==> src/rtl/instr_encoder_if.sv <==
// rtl/instr_encoder_if.sv - Field-set handshake and memory-write bus of the RV32I program loader
//
// Signals (master = host/loader driver, slave = instr_encoder):
//   clr                      host -> encoder  synchronous clear of pointer, count, state, err
//   in_valid / in_ready      field-set handshake
//   opcode rd rs1 rs2        instruction fields
//   funct3 funct7 imm
//   mem_we mem_addr          instruction-memory write port
//   mem_wdata
//   count full err           status

interface instr_encoder_if #(
  parameter int ADDR_W = 8
);
  logic              clr;
  logic              in_valid;
  logic              in_ready;
  logic [6:0]        opcode;
  logic [4:0]        rd;
  logic [4:0]        rs1;
  logic [4:0]        rs2;
  logic [2:0]        funct3;
  logic [6:0]        funct7;
  logic [31:0]       imm;
  logic              mem_we;
  logic [ADDR_W-1:0] mem_addr;
  logic [31:0]       mem_wdata;
  logic [ADDR_W:0]   count;
  logic              full;
  logic              err;

  modport master (
    output clr, in_valid, opcode, rd, rs1, rs2, funct3, funct7, imm,
    input  in_ready, mem_we, mem_addr, mem_wdata, count, full, err
  );

  modport slave (
    input  clr, in_valid, opcode, rd, rs1, rs2, funct3, funct7, imm,
    output in_ready, mem_we, mem_addr, mem_wdata, count, full, err
  );
endinterface

==> src/rtl/instr_encoder.sv <==
// rtl/instr_encoder.sv - Packs RV32I fields into instruction words and writes them sequentially to instruction memory
//
// Ports:
//   clk   rising-edge clock
//   rst   asynchronous active-high reset
//   bus   instr_encoder_if.slave (clr, field-set handshake, memory write port, count/full/err)
// Parameters:
//   ADDR_W     instruction-memory word-address width (capacity 2**ADDR_W words)
//   BASE_ADDR  first write address after reset or clear
// Optional feature macro:
//   ENCODER_CHECK_EN  flags unknown opcodes and odd B/J offsets as sticky err instead of writing

module instr_encoder #(
  parameter int ADDR_W    = 8,
  parameter int BASE_ADDR = 0
) (
  input  logic             clk,
  input  logic             rst,
  instr_encoder_if.slave   bus
);

  localparam logic [ADDR_W-1:0] BASE = BASE_ADDR[ADDR_W-1:0];
  localparam logic [ADDR_W:0]   CAP  = {1'b1, {ADDR_W{1'b0}}};

  localparam logic [6:0] OP_R    = 7'b0110011;
  localparam logic [6:0] OP_IMM  = 7'b0010011;
  localparam logic [6:0] OP_LD   = 7'b0000011;
  localparam logic [6:0] OP_JALR = 7'b1100111;
  localparam logic [6:0] OP_SYS  = 7'b1110011;
  localparam logic [6:0] OP_S    = 7'b0100011;
  localparam logic [6:0] OP_B    = 7'b1100011;
  localparam logic [6:0] OP_LUI  = 7'b0110111;
  localparam logic [6:0] OP_AUI  = 7'b0010111;
  localparam logic [6:0] OP_J    = 7'b1101111;

  typedef enum logic [1:0] {IDLE, ENC, WR} state_t;

  state_t            state;
  logic [ADDR_W-1:0] ptr;
  logic [ADDR_W:0]   cnt;
  logic              we_q;
  logic [ADDR_W-1:0] addr_q;
  logic [31:0]       wdata_q;

  // Field set captured at the handshake so the host may change inputs afterwards.
  logic [6:0]  l_op;
  logic [4:0]  l_rd, l_rs1, l_rs2;
  logic [2:0]  l_f3;
  logic [6:0]  l_f7;
  logic [31:0] l_imm;

  logic [31:0] word;
  logic        enc_err;
  logic        full_w;

  always_comb begin
    word    = {l_imm[24:0], l_op};
    enc_err = 1'b1;
    case (l_op)
      OP_R: begin
        word    = {l_f7, l_rs2, l_rs1, l_f3, l_rd, l_op};
        enc_err = 1'b0;
      end
      OP_IMM: begin
        // Shift-immediates carry funct7 in the upper bits and a 5-bit shamt.
        if (l_f3 == 3'b001 || l_f3 == 3'b101)
          word = {l_f7, l_imm[4:0], l_rs1, l_f3, l_rd, l_op};
        else
          word = {l_imm[11:0], l_rs1, l_f3, l_rd, l_op};
        enc_err = 1'b0;
      end
      OP_LD, OP_JALR, OP_SYS: begin
        word    = {l_imm[11:0], l_rs1, l_f3, l_rd, l_op};
        enc_err = 1'b0;
      end
      OP_S: begin
        word    = {l_imm[11:5], l_rs2, l_rs1, l_f3, l_imm[4:0], l_op};
        enc_err = 1'b0;
      end
      OP_B: begin
        word    = {l_imm[12], l_imm[10:5], l_rs2, l_rs1, l_f3, l_imm[4:1], l_imm[11], l_op};
        enc_err = l_imm[0];
      end
      OP_LUI, OP_AUI: begin
        word    = {l_imm[31:12], l_rd, l_op};
        enc_err = 1'b0;
      end
      OP_J: begin
        word    = {l_imm[20], l_imm[10:1], l_imm[11], l_imm[19:12], l_rd, l_op};
        enc_err = l_imm[0];
      end
      default: begin
        word    = {l_imm[24:0], l_op};
        enc_err = 1'b1;
      end
    endcase
  end

  assign full_w = (cnt == CAP);

`ifdef ENCODER_CHECK_EN
  logic err_q;
`endif

  always_ff @(posedge clk or posedge rst) begin
    if (rst) begin
      state   <= IDLE;
      ptr     <= BASE;
      cnt     <= '0;
      we_q    <= 1'b0;
      addr_q  <= BASE;
      wdata_q <= '0;
      l_op    <= '0;
      l_rd    <= '0;
      l_rs1   <= '0;
      l_rs2   <= '0;
      l_f3    <= '0;
      l_f7    <= '0;
      l_imm   <= '0;
`ifdef ENCODER_CHECK_EN
      err_q   <= 1'b0;
`endif
    end else if (bus.clr) begin
      // Clear drops any in-flight instruction, including one being accepted this edge.
      state <= IDLE;
      ptr   <= BASE;
      cnt   <= '0;
      we_q  <= 1'b0;
`ifdef ENCODER_CHECK_EN
      err_q <= 1'b0;
`endif
    end else begin
      case (state)
        IDLE: begin
          we_q <= 1'b0;
          if (bus.in_valid && !full_w) begin
            l_op  <= bus.opcode;
            l_rd  <= bus.rd;
            l_rs1 <= bus.rs1;
            l_rs2 <= bus.rs2;
            l_f3  <= bus.funct3;
            l_f7  <= bus.funct7;
            l_imm <= bus.imm;
            state <= ENC;
          end
        end
        ENC: begin
`ifdef ENCODER_CHECK_EN
          if (enc_err) begin
            err_q <= 1'b1;
            state <= IDLE;
          end else begin
            wdata_q <= word;
            addr_q  <= ptr;
            we_q    <= 1'b1;
            state   <= WR;
          end
`else
          wdata_q <= word;
          addr_q  <= ptr;
          we_q    <= 1'b1;
          state   <= WR;
`endif
        end
        WR: begin
          we_q  <= 1'b0;
          ptr   <= ptr + 1'b1;
          if (!full_w)
            cnt <= cnt + 1'b1;
          state <= IDLE;
        end
        default: state <= IDLE;
      endcase
    end
  end

  assign bus.in_ready  = (state == IDLE) && !full_w;
  assign bus.mem_we    = we_q;
  assign bus.mem_addr  = addr_q;
  assign bus.mem_wdata = wdata_q;
  assign bus.count     = cnt;
  assign bus.full      = full_w;
`ifdef ENCODER_CHECK_EN
  assign bus.err       = err_q;
`else
  assign bus.err       = 1'b0;
  logic unused_enc_err;
  assign unused_enc_err = enc_err;
`endif

endmodule
==> src/flat_wrapper.sv <==
// flat-port wrapper written by rule: the top's interface ports become plain ports
module instr_encoder_flat 
#(
  parameter int ADDR_W    = 8,
  parameter int BASE_ADDR = 0
)
  (clk, rst, bus_clr, bus_in_valid, bus_opcode, bus_rd, bus_rs1, bus_rs2, bus_funct3, bus_funct7, bus_imm, bus_in_ready, bus_mem_we, bus_mem_addr, bus_mem_wdata, bus_count, bus_full, bus_err);
  instr_encoder_if #(.ADDR_W(ADDR_W)) bus_i ();
  input  logic clk;
  input  logic rst;
  input wire logic [$bits(bus_i.clr)-1:0] bus_clr;
  input wire logic [$bits(bus_i.in_valid)-1:0] bus_in_valid;
  input wire logic [$bits(bus_i.opcode)-1:0] bus_opcode;
  input wire logic [$bits(bus_i.rd)-1:0] bus_rd;
  input wire logic [$bits(bus_i.rs1)-1:0] bus_rs1;
  input wire logic [$bits(bus_i.rs2)-1:0] bus_rs2;
  input wire logic [$bits(bus_i.funct3)-1:0] bus_funct3;
  input wire logic [$bits(bus_i.funct7)-1:0] bus_funct7;
  input wire logic [$bits(bus_i.imm)-1:0] bus_imm;
  output wire logic [$bits(bus_i.in_ready)-1:0] bus_in_ready;
  output wire logic [$bits(bus_i.mem_we)-1:0] bus_mem_we;
  output wire logic [$bits(bus_i.mem_addr)-1:0] bus_mem_addr;
  output wire logic [$bits(bus_i.mem_wdata)-1:0] bus_mem_wdata;
  output wire logic [$bits(bus_i.count)-1:0] bus_count;
  output wire logic [$bits(bus_i.full)-1:0] bus_full;
  output wire logic [$bits(bus_i.err)-1:0] bus_err;
  assign bus_i.clr = bus_clr;
  assign bus_i.in_valid = bus_in_valid;
  assign bus_i.opcode = bus_opcode;
  assign bus_i.rd = bus_rd;
  assign bus_i.rs1 = bus_rs1;
  assign bus_i.rs2 = bus_rs2;
  assign bus_i.funct3 = bus_funct3;
  assign bus_i.funct7 = bus_funct7;
  assign bus_i.imm = bus_imm;
  assign bus_in_ready = bus_i.in_ready;
  assign bus_mem_we = bus_i.mem_we;
  assign bus_mem_addr = bus_i.mem_addr;
  assign bus_mem_wdata = bus_i.mem_wdata;
  assign bus_count = bus_i.count;
  assign bus_full = bus_i.full;
  assign bus_err = bus_i.err;
  instr_encoder #(.ADDR_W(ADDR_W), .BASE_ADDR(BASE_ADDR)) u_core (.clk(clk), .rst(rst), .bus(bus_i));
endmodule
==> config.mk <==
export PLATFORM = sky130hd
export DESIGN_NAME = instr_encoder_flat
export DESIGN_NICKNAME = d
export VERILOG_FILES = /design/src/rtl/instr_encoder_if.sv /design/src/rtl/instr_encoder.sv /design/src/flat_wrapper.sv
export SDC_FILE = /design/constraint.sdc
export NUM_CORES = 1
export LEC_CHECK = 0
export BUFFER_PORTS_ARGS = -buffer_cell sky130_fd_sc_hd__buf_4
export CORE_ASPECT_RATIO = 0.6
export CORE_MARGIN = 2
export CORE_UTILIZATION = 59
export DETAILED_ROUTE_END_ITERATION = 16
export PLACE_DENSITY = 0.85
export SLEW_MARGIN = 20
export SYNTH_ARGS = -nofsm -noshare
export SYNTH_HDL_FRONTEND = slang
export SYNTH_SLANG_ARGS = --single-unit
export TNS_END_PERCENT = 100
==> constraint.sdc <==
create_clock -name clk -period 8 [get_ports clk]
set_input_delay 0.4 -clock clk [delete_from_list [all_inputs] [get_ports clk]]
set_output_delay 0.4 -clock clk [all_outputs]
set_load 0.01 [all_outputs]
-- After elaboration in Yosys (flattened, before gate mapping)
Cells that the tools add are included.
- register bits after elaboration: 124
- bits in latches: 0
- RAM bits: 0
- bits in read-only memories: 0
- input port bits: 68
- memories: 0
- $add $sub $neg: 2
- multipliers: 0
- div/mod/pow operators: 0
- order comparisons: 0
- equal/unequal tests: 17
- shift operators: 0
- mux-type cells: 12
- bitwise gates (word level): 1
- reductions and logical operators: 13
- operators with widths (kind ; number):
    one-hot mux 32 bit (7 select lines) ; 1
    2-to-1 mux 32 bit ; 1
    == test 7 bit, second input constant ; 4
    2-to-1 mux 9 bit ; 3
    == test 7 x 6 -> 1 bit, second input constant ; 3
    2-to-1 mux 8 bit ; 2
    == test 7 x 5 -> 1 bit, second input constant ; 2
    adder 9 x 1 -> 9 bit, second input constant ; 1
    == test 9 bit, second input constant ; 1
    adder 8 x 1 -> 8 bit, second input constant ; 1
    == test 7 x 2 -> 1 bit, second input constant ; 1
    2-to-1 mux 2 bit ; 2
    one-hot mux 2 bit (2 select lines) ; 1
    AND reduction 2 bit ; 2
    OR reduction 2 bit ; 2
    == test 3 x 1 -> 1 bit, second input constant ; 1
    == test 3 bit, second input constant ; 1
    != test 3 x 2 -> 1 bit, second input constant ; 1
    AND reduction 3 bit ; 1
    nonzero test 3 bit ; 1
    OR reduction 3 bit ; 1
    == test 2 x 1 -> 1 bit, second input constant ; 1
    == test 2 bit, second input constant ; 1
    logical AND 1 bit ; 2
    8 further kinds ; 8

-- Logic depth before layout (Yosys ltp)
Gate-level depths: netlist (run 1).
- depth in word-level cells: 6
- depth in mapped cells: 9

-- Worst setup path after synthesis (run 1)
OpenSTA, ideal clock, no wires.
- path kind: flip-flop to flip-flop
- start: reg u_core.cnt[2] (netlist: u_core.bus.count[2])
- end: reg u_core.l_f3[0]
- library setup time: 0.125 ns
- data arrival time: 2.134 ns
- data required time: 7.875 ns
- setup slack: 5.741 ns
- stages on the path, launching flop included: 8
- buffers on the path: 2
- cell sequence: dfrtp_1 > or4_4 > nor4_4 > nor3_2 > and3b_4 > buf_12 > buf_12 > mux2_4
- longest elaborated chain between the ends: 4
- RTL lines (what ; RTL line ; RTL):
    start, declared ; instr_encoder.sv:40 ; logic [ADDR_W:0] cnt;
    start signal, assigned ; instr_encoder.sv:169 ; cnt <= cnt + 1'b1;
    == test 9 bit ; instr_encoder.sv:99 ; assign full_w = (cnt == CAP);
    via bus_full ; flat_wrapper.sv:25 ; output wire logic [$bits(bus_i.full)-1:0] bus_full;
    zero test 1 bit ; instr_encoder.sv:136 ; if (bus.in_valid && !full_w) begin
    logical AND 1 bit ; instr_encoder.sv:136 ;
    AND reduction 3 bit (no line) ; n/a ;
    end signal, assigned ; instr_encoder.sv:141 ; l_f3 <= bus.funct3;
    end, declared ; instr_encoder.sv:48 ; logic [2:0] l_f3;
The timed path passes the listed nets, and every way through them passes these cells.
A chain may end at the register's enable or synchronous reset.

-- Final worst setup path (run 1)
- start: reg u_core.l_op[5]
- end: reg u_core.wdata_q[14] (netlist: u_core.bus.mem_wdata[14])
- longest elaborated chain between the ends: 3
- RTL lines (what ; RTL line ; RTL):
    start, declared ; instr_encoder.sv:46 ; logic [6:0] l_op;
    start signal, assigned ; instr_encoder.sv:137 ; l_op <= bus.opcode;
    == test 7 x 2 -> 1 bit (tied with other cells) ; n/a ;
    OR reduction 3 bit / OR reduction 2 bit (equally long branches) ; n/a ;
    one-hot mux 32 bit (7 select lines) (*) ; instr_encoder.sv:59 ; case (l_op)
    end signal, assigned ; instr_encoder.sv:159 ; wdata_q <= word;
    end, declared ; instr_encoder.sv:43 ; logic [31:0] wdata_q;
Every way passes the cells marked *; elsewhere a longest branch is shown, timed or not.

==> results of run 1 <==
[cells in the final DEF (no fill, tap or decap), types with 9 or more instances in the layout]
cell       synthesis  routed
a211oi_1           9       9
a21oi_1           15      15
a22oi_1            9       9
buf_4              1     121
clkbuf_16          0      17
dfrtp_1          124     124
mux2_2            16      16
mux2_4            49      49
mux2i_1           11      11
nand2_1           69      69
nand4_1            9       9
nor2_1            36      36
nor3_1            13      13
o21ai_0           20      20
[synthesized netlist by cell type (all sizes together), types with 5 or more instances]
cell / instances / share of area, %
dfrtp: 124 / 53
nand2: 69 / 4.4
mux2: 65 / 16
nor2: 36 / 2.3
o21ai: 20 / 1.7
clkbuf: 17 / 1.1
a21oi: 15 / 1.3
buf: 15 / 2.8
nor3: 14 / 1.3
mux2i: 11 / 1.9
a211oi: 9 / 1.1
a22oi: 9 / 1.1
nand4: 9 / 0.96
o22ai: 8 / 0.85
xor2: 7 / 1.0
a222oi: 6 / 1.0
inv: 6 / 0.38
nand3: 5 / 0.43
xnor2: 5 / 0.75
[worst max path at each step]
stage / depth (start not counted) / from / slack, ns / to
after global routing: 5 / u_core.l_op[6] / 5.02 / u_core.bus.mem_wdata[14]
final: 5 / u_core.l_op[5] / 5.24 / u_core.bus.mem_wdata[14]
after floorplan: 1 / rst / 4.30 / u_core.bus.count[0]
after CTS: 5 / u_core.l_op[5] / 5.32 / u_core.bus.mem_wdata[14]
after detailed placement: 5 / bus_clr / 5.22 / u_core.bus.mem_wdata[16]
after global placement: 5 / bus_clr / 5.34 / u_core.bus.mem_wdata[19]
[where the power goes]
part	internal (mW)	switching, mW
clock	0.522	0.277
sequential	0.747	0.125
combinational	0.231	0.178
[metal layers]
| metal | vias to the layer above | wire length, µm | global-route usage [%] |
|---|---|---|---|
| met5 | - | 0 | 0 |
| met4 | 0 | 303 | 9.35 |
| met3 | 38 | 1320 | 8.11 |
| met2 | 243 | 6820 | 44.8 |
| met1 | 2210 | 6360 | 38.2 |
| li1 | 2016 | - | - |
[metrics by stage]
step	instances	hold WS (ns)
CTS	756	0.113
floorplan	500	0.448
detailed placement	724	0.472
finish	756	0.0858
global route	756	0.158
global placement	724	0.468
[sequential cells by signal (all words and copies together), names as in the netlist]
register and cells:
u_core.bus.count 9, u_core.l_f7 7, u_core.state 2, u_core.ptr 8, u_core.bus.mem_wdata 32, u_core.bus.mem_addr 8, u_core.l_rs2 5, u_core.bus.mem_we 1
u_core.l_rs1 5, u_core.l_f3 3, u_core.l_rd 5, u_core.l_imm 32, u_core.l_op 7
[final cells by class]
type | count | area [µm²] | share of cell area, %
sequential | 124 | 3100 | 42.2
multi-input combinational | 338 | 2520 | 34.3
timing repair buffer | 121 | 908 | 12.4
clock buffer | 22 | 484 | 6.59
tap | 135 | 169 | 2.30
clock inverter | 10 | 138 | 1.87
inverter | 6 | 25.0 | 0.340
[cell families (layout without fill, tap and decap cells)]
kind of cell | after synthesis | in the layout | synth area share, %
compound gates | 87 | 87 | 10.2
buf+inv | 38 | 159 | 4.26
other cells | 1 | 1 | 0.0638
fa+ha+maj | 3 | 3 | 0.639
mux | 76 | 76 | 17.5
flops | 124 | 124 | 52.8
xor+xnor | 12 | 12 | 1.79
simple gates | 159 | 159 | 12.8
==> impl_metrics.tcl, run 1 <==
set metrics [dict create \
    status "completed" \
    nNetsFinal 679 \
    port_buffers 119 \
    die_h_um 81.3 \
    drt-vias-per-instance 5.96 \
    cellPowerDensity_nw_per_um2 283 \
    wl_um 14800 \
    die_w_um 133 \
    post-route-cell-area_um2 7350 \
    worst_slew_pin_slew_ns 1.14 \
    max_cap_viol_count 0 \
    synthFlopType "dfrtp_1" \
    path_buf_inv 0 \
    ys_types 53 \
    r2r_cells 5 \
    area_delta_synth_final_pct 25.1 \
    ys_seq_elements 124 \
    fin_crit_ns 2.76 \
    num_rows 28 \
    total_power_mw 2.08 \
    syn_nets 571 \
    synth_cells 500 \
    skew_ns 0.00651 \
    gp_congestion 0.894 \
    layout_setup_ws_ns 5.24 \
    numClockSinks 124 \
    cts-resized-gates 0 \
    relSlewSlack_pct 23.9 \
    finalHoldViolations 0 \
    worst-setup-path-type "flip-flop to flip-flop" \
    core_um2 9770 \
    clock_path_buffers 2 \
    syn_avg_cell_area_um2 11.8 \
    post-route-period-util_pct 34.5 \
    die-area_um2 10800 \
    vias 4507 \
    worst_setup_path_end_kind "flip-flop" \
    finalSetupViolCount 0 \
    cts_made_buffers 17 \
    start_util_pct 60.1 \
    grt_max_degree 71 \
    grt_pass1_wl_um 23300 \
    grt_pass1_vias 4445 \
    htree_levels 4 \
    final_util_pct 75.2 \
    dp_hpwl_um 9970 \
    gr-total-overflow 0 \
    crit_path_start_kind "flip-flop" \
    p_leak_nw 3.40 \
    dp_slack_ns 5.22 \
    drive_gt1_share_pct 36.2 \
    cp_data_required_time_ns 8.33 \
    root_buffer "clkbuf_16" \
    postCtsHoldBufs 0 \
    yosysWarningCount 0 \
    synth-edff-count 0 \
    drcViolationCount 0 \
    timing.rr.end "u_core.bus.mem_wdata[14]" \
    num_antenna_cells 0 \
    maxSlewViolCount 0 \
    ant_nets 0 \
    worstPathCellList "and3b_1 -> a221oi_1 -> nor2_1 -> nand2_1 -> o22ai_1" \
    avgRoutedWirePerCell_um 19.6 \
    timing.hold.worst.class "primary input to asynchronous set/reset pin" \
    vdd_ir_drop_max_mv 0.194 \
    fillers 636 \
    first_pass_iters 5 \
    insertion_delay_ns 0.42 \
    clk_pin_slew_worst_paths_ns 0.06 \
    max_freq_ghz 0.362 \
    cp_slowest_cell "nor2_1" \
    cts_tree "built" \
    placed_area_um2 6730 \
    r2r-start "u_core.l_op[5]" \
    crit_path_max_incr_delay_ns 0.74 \
    async_flop_share_pct 100 \
    drt_iter0_drc 623 \
    netlist_area_um2 5880 \
    critPathMaxFanout 15 \
    yosysSeqAreaShare_pct 52.8 \
    arrival_ns 3.09 \
    antenna_found_initial 0 \
    post_cts_buffers 0 \
    fin_tns_setup_ns 0 \
    grt_use_total_pct 28.3 \
    r2r_slack_ns 5.24 \
    num_io_pins 121 \
    crit_family "simple AND/OR/NAND/NOR gates" \
    grt_setup_unrepaired "false" \
]
(Power assumes the default switching activity.)
==> inputs of run 2 (changes only) <==
--- a/config.mk
+++ b/config.mk
@@ -5,12 +5,13 @@
 export SDC_FILE = /design/constraint.sdc
 export NUM_CORES = 1
 export LEC_CHECK = 0
+export ABC_AREA = 1
 export BUFFER_PORTS_ARGS = -buffer_cell sky130_fd_sc_hd__buf_4
 export CORE_ASPECT_RATIO = 0.6
 export CORE_MARGIN = 2
-export CORE_UTILIZATION = 59
+export CORE_UTILIZATION = 56
 export DETAILED_ROUTE_END_ITERATION = 16
-export PLACE_DENSITY = 0.85
+export PLACE_DENSITY = 0.8
 export SLEW_MARGIN = 20
 export SYNTH_ARGS = -nofsm -noshare
 export SYNTH_HDL_FRONTEND = slang
==> constraint.sdc (replaced) <==
create_clock -name clk -period 2.6 [get_ports clk]
set_input_delay 0.13 -clock clk [delete_from_list [all_inputs] [get_ports clk]]
set_output_delay 0.13 -clock clk [all_outputs]
set_load 0.01 [all_outputs]
==> run 2 against run 1 <==
- highest routed layer unchanged
- sequential power grew to 3.0 times the previous value
- setup slack lost 5.0 ns
- largest cell class unchanged
- synthesized area grew 9.7%
- global-route usage grew 3.8 points
==> impl_metrics.tcl, run 2 <==
set metrics [dict create \
    share_comb_of_total_power_pct 19.6 \
    grt_max_degree 75 \
    cp_slowest_cell "nor2_1" \
    synth_common_cells "nand2_1, nand3_1, dfrtp_1" \
    maxSlewViolCount 0 \
    p_switching_mw 1.92 \
    relSlewSlack_pct 32.4 \
    max_cap_viol_count 0 \
    drive_gt1_share_pct 18.4 \
    area_delta_synth_final_pct 34.9 \
    drt_iter0_drc 747 \
    switching_share_pct 30.3 \
    skew_ns 0.00906 \
    hold_path_depth 3 \
    hold_start "bus_in_valid" \
    crit_path_max_incr_delay_ns 0.80 \
    gr-total-overflow 0 \
    synthFlopType "dfrtp_1" \
    netlist.top_cell.by_area "dfrtp_1" \
    status "completed" \
    layout_commonest_cell "nand2_1" \
    r2r_cells 9 \
    worst-setup-path-type "flip-flop to flip-flop" \
    worst_setup_path_end_kind "flip-flop" \
    port_buffers 119 \
    vias 6616 \
    cellPowerDensity_nw_per_um2 730 \
    drt-vias-per-instance 5.46 \
    start_util_pct 57.2 \
    gp_congestion 0.944 \
    synth-edff-count 0 \
    post_cts_buffers 0 \
    die-area_um2 12400 \
    wl_um 19000 \
    syn_nets 954 \
    pwr-share-seq_pct 40.8 \
    worst_slew_pin_slew_ns 1.01 \
    ys_seq_elements 124 \
    grt_pass1_vias 6147 \
    path_buf_inv 1 \
    root_buffer "clkbuf_16" \
    num_io_pins 121 \
    crit_path_start_kind "flip-flop" \
    vdd_ir_drop_max_mv 0.477 \
    htree_levels 4 \
    synth.top_cell.area_share_pct 48.1 \
    yosysSeqAreaShare_pct 48.1 \
    timing.rr.end "u_core.bus.mem_wdata[16]" \
    p_leak_nw 4.49 \
    finalHoldViolations 0 \
    cp.depth 9 \
    synth.area.top_cells "dfrtp_1, nand2_1, nand3_1" \
    clock_path_buffers 2 \
    seq_area_um2 3100 \
    post-route-period-util_pct 89.2 \
    first_pass_iters 5 \
    num_antenna_cells 0 \
    hold_path_end "u_core.state[0]" \
    dp_hpwl_um 12100 \
    async_flop_share_pct 100 \
    die_h_um 87.1 \
    drcViolationCount 0 \
    cp_data_required_time_ns 2.90 \
    core_um2 11300 \
    total_power_mw 6.35 \
    r2r-start "u_core.l_op[1]" \
    cts_made_buffers 17 \
    num_rows 30 \
    nNetsFinal 1126 \
    fin_crit_ns 2.32 \
    worstPathCellList "nand2_1 -> nor2_1 -> nand2_2 -> nand2_4 -> inv_2 -> nand3_1 -> nand2_1 -> nand2_1 -> nand2_1" \
    finalSetupViolCount 0 \
    arrival_ns 2.62 \
    grt_use_total_pct 32.1 \
    clk_pin_slew_worst_paths_ns 0.06 \
    numClockSinks 124 \
    internal_power_mw 4.42 \
    mostFrequentLayoutCells "nand2_1, nand3_1, buf_4" \
    syn_avg_cell_area_um2 7.30 \
    yosysWarningCount 0 \
    grt_setup_unrepaired "false" \
    multiInputGateArea_um2 2920 \
    antenna_found_initial 0 \
    critPathMaxFanout 20 \
    cp_common_cell "nand2_1" \
    fin_tns_setup_ns 0 \
    ys_types 27 \
    grt_pass1_wl_um 30700 \
    crit_family "simple AND/OR/NAND/NOR gates" \
    fillers 813 \
    synth_cells 883 \
    avgRoutedWirePerCell_um 15.7 \
    die_w_um 142 \
    insertion_delay_ns 0.42 \
    ant_nets 0 \
    r2r_slack_ns 0.28 \
    cts_tree "built" \
    clkPwrFrac_pct 39.5 \
    max_freq_ghz 0.431 \
    timing.hold.worst.class "primary input to flip-flop" \
    netlist_area_um2 6440 \
    synth.most_common_cell "nand2_1" \
]
==> run 2: cell count changes in the layout (fill, tap and decap cells not counted), moves of 9 or more <==
cell / change
inv_1: +30
buf_4: +11
a211oi_1: -9
a22oi_1: -9
mux2_2: -16
mux2_4: -49
nand3_1: +147
o21ai_0: +14
dlygate4sd3_1: +66
mux2i_1: -11
a21oi_1: -11
nand2_1: +315
==> run 2: power groups by stage <==
stage	Combinational [mW]	Clock (mW)	Sequential (mW)
after floorplan	0.623	0	2.55
after global placement	1.12	0	2.59
final	1.25	2.51	2.59
after CTS	1.24	2.52	2.57
after global routing	1.39	2.62	2.62
after detailed placement	1.15	0	2.59
==> run 2: worst max path at each step <==
stage / slack, ns / from / endpoint
after floorplan: 0.92 / u_core.bus.count[0] / u_core.l_f3[0]
after global placement: 0.43 / u_core.l_op[1] / u_core.bus.mem_wdata[17]
after detailed placement: 0.40 / u_core.l_op[1] / u_core.bus.mem_wdata[16]
after CTS: 0.32 / u_core.bus.count[0] / u_core.l_op[6]
after global routing: 0.20 / u_core.l_op[0] / u_core.bus.mem_wdata[23]
final: 0.28 / u_core.l_op[1] / u_core.bus.mem_wdata[16]
==> run 2: worst register-to-register path, delay by kind of cell (launching register included) <==
kind,cells,cell delay [ns]
and+or+nand+nor,8,1.63
buffers and inverters,1,0.19
DFF,1,0.38
==> run 2: what timing repair did <==
action,4_1_cts,5_1_grt
setup endpoints to repair,0,30
hold buffers,66,0
gates resized for setup,0,1
hold endpoints to repair,97,0
==> run 2: area by class of cell <==
class                   count  share of cell area (%)
multi-input cells         667                    33.6
clock buffers              18                    4.94
well taps                 144                    2.07
repair buffers            200                    19.5
inverters                  45                    2.01
clock inverters            14                    2.23
flip-flops and latches    124                    35.7
==> run 2: cell families after synthesis <==
kind of cell	count (synthesis)	synth area share, %
AND/OR/NAND/NOR	618	40.9
flip-flops	124	48.1
buffers and inverters	92	6.58
AO/OA/AOI/OAI	41	3.18
XOR/XNOR	4	0.544
adder cells (fa/ha/maj)	3	0.582
other	1	0.0582
==> run 2: metrics by stage <==
| stage | util (%) | cells | area [µm²] | setup slack, ns | hold slack, ns |
|---|---|---|---|---|---|
| after floorplan | - | 883 | 6450 | 0.920 | 0.196 |
| after global placement | 65.8 | 1114 | 7410 | 0.426 | 0.293 |
| after detailed placement | 65.8 | 1114 | 7410 | 0.398 | 0.294 |
| after CTS | 77.2 | 1212 | 8690 | 0.324 | 0.407 |
| after global routing | 77.2 | 1212 | 8700 | 0.197 | 0.363 |
| final | 77.2 | 1212 | 8700 | 0.281 | 0.327 |
==> run 2: layer usage <==
metal	part of all wire, %	GRT usage, %	up-vias
li1	-	-	3164
met1	46	47.4	3079
met2	43	47.5	338
met3	9.4	8.08	35
met4	1.5	8.46	0
met5	0	0	-
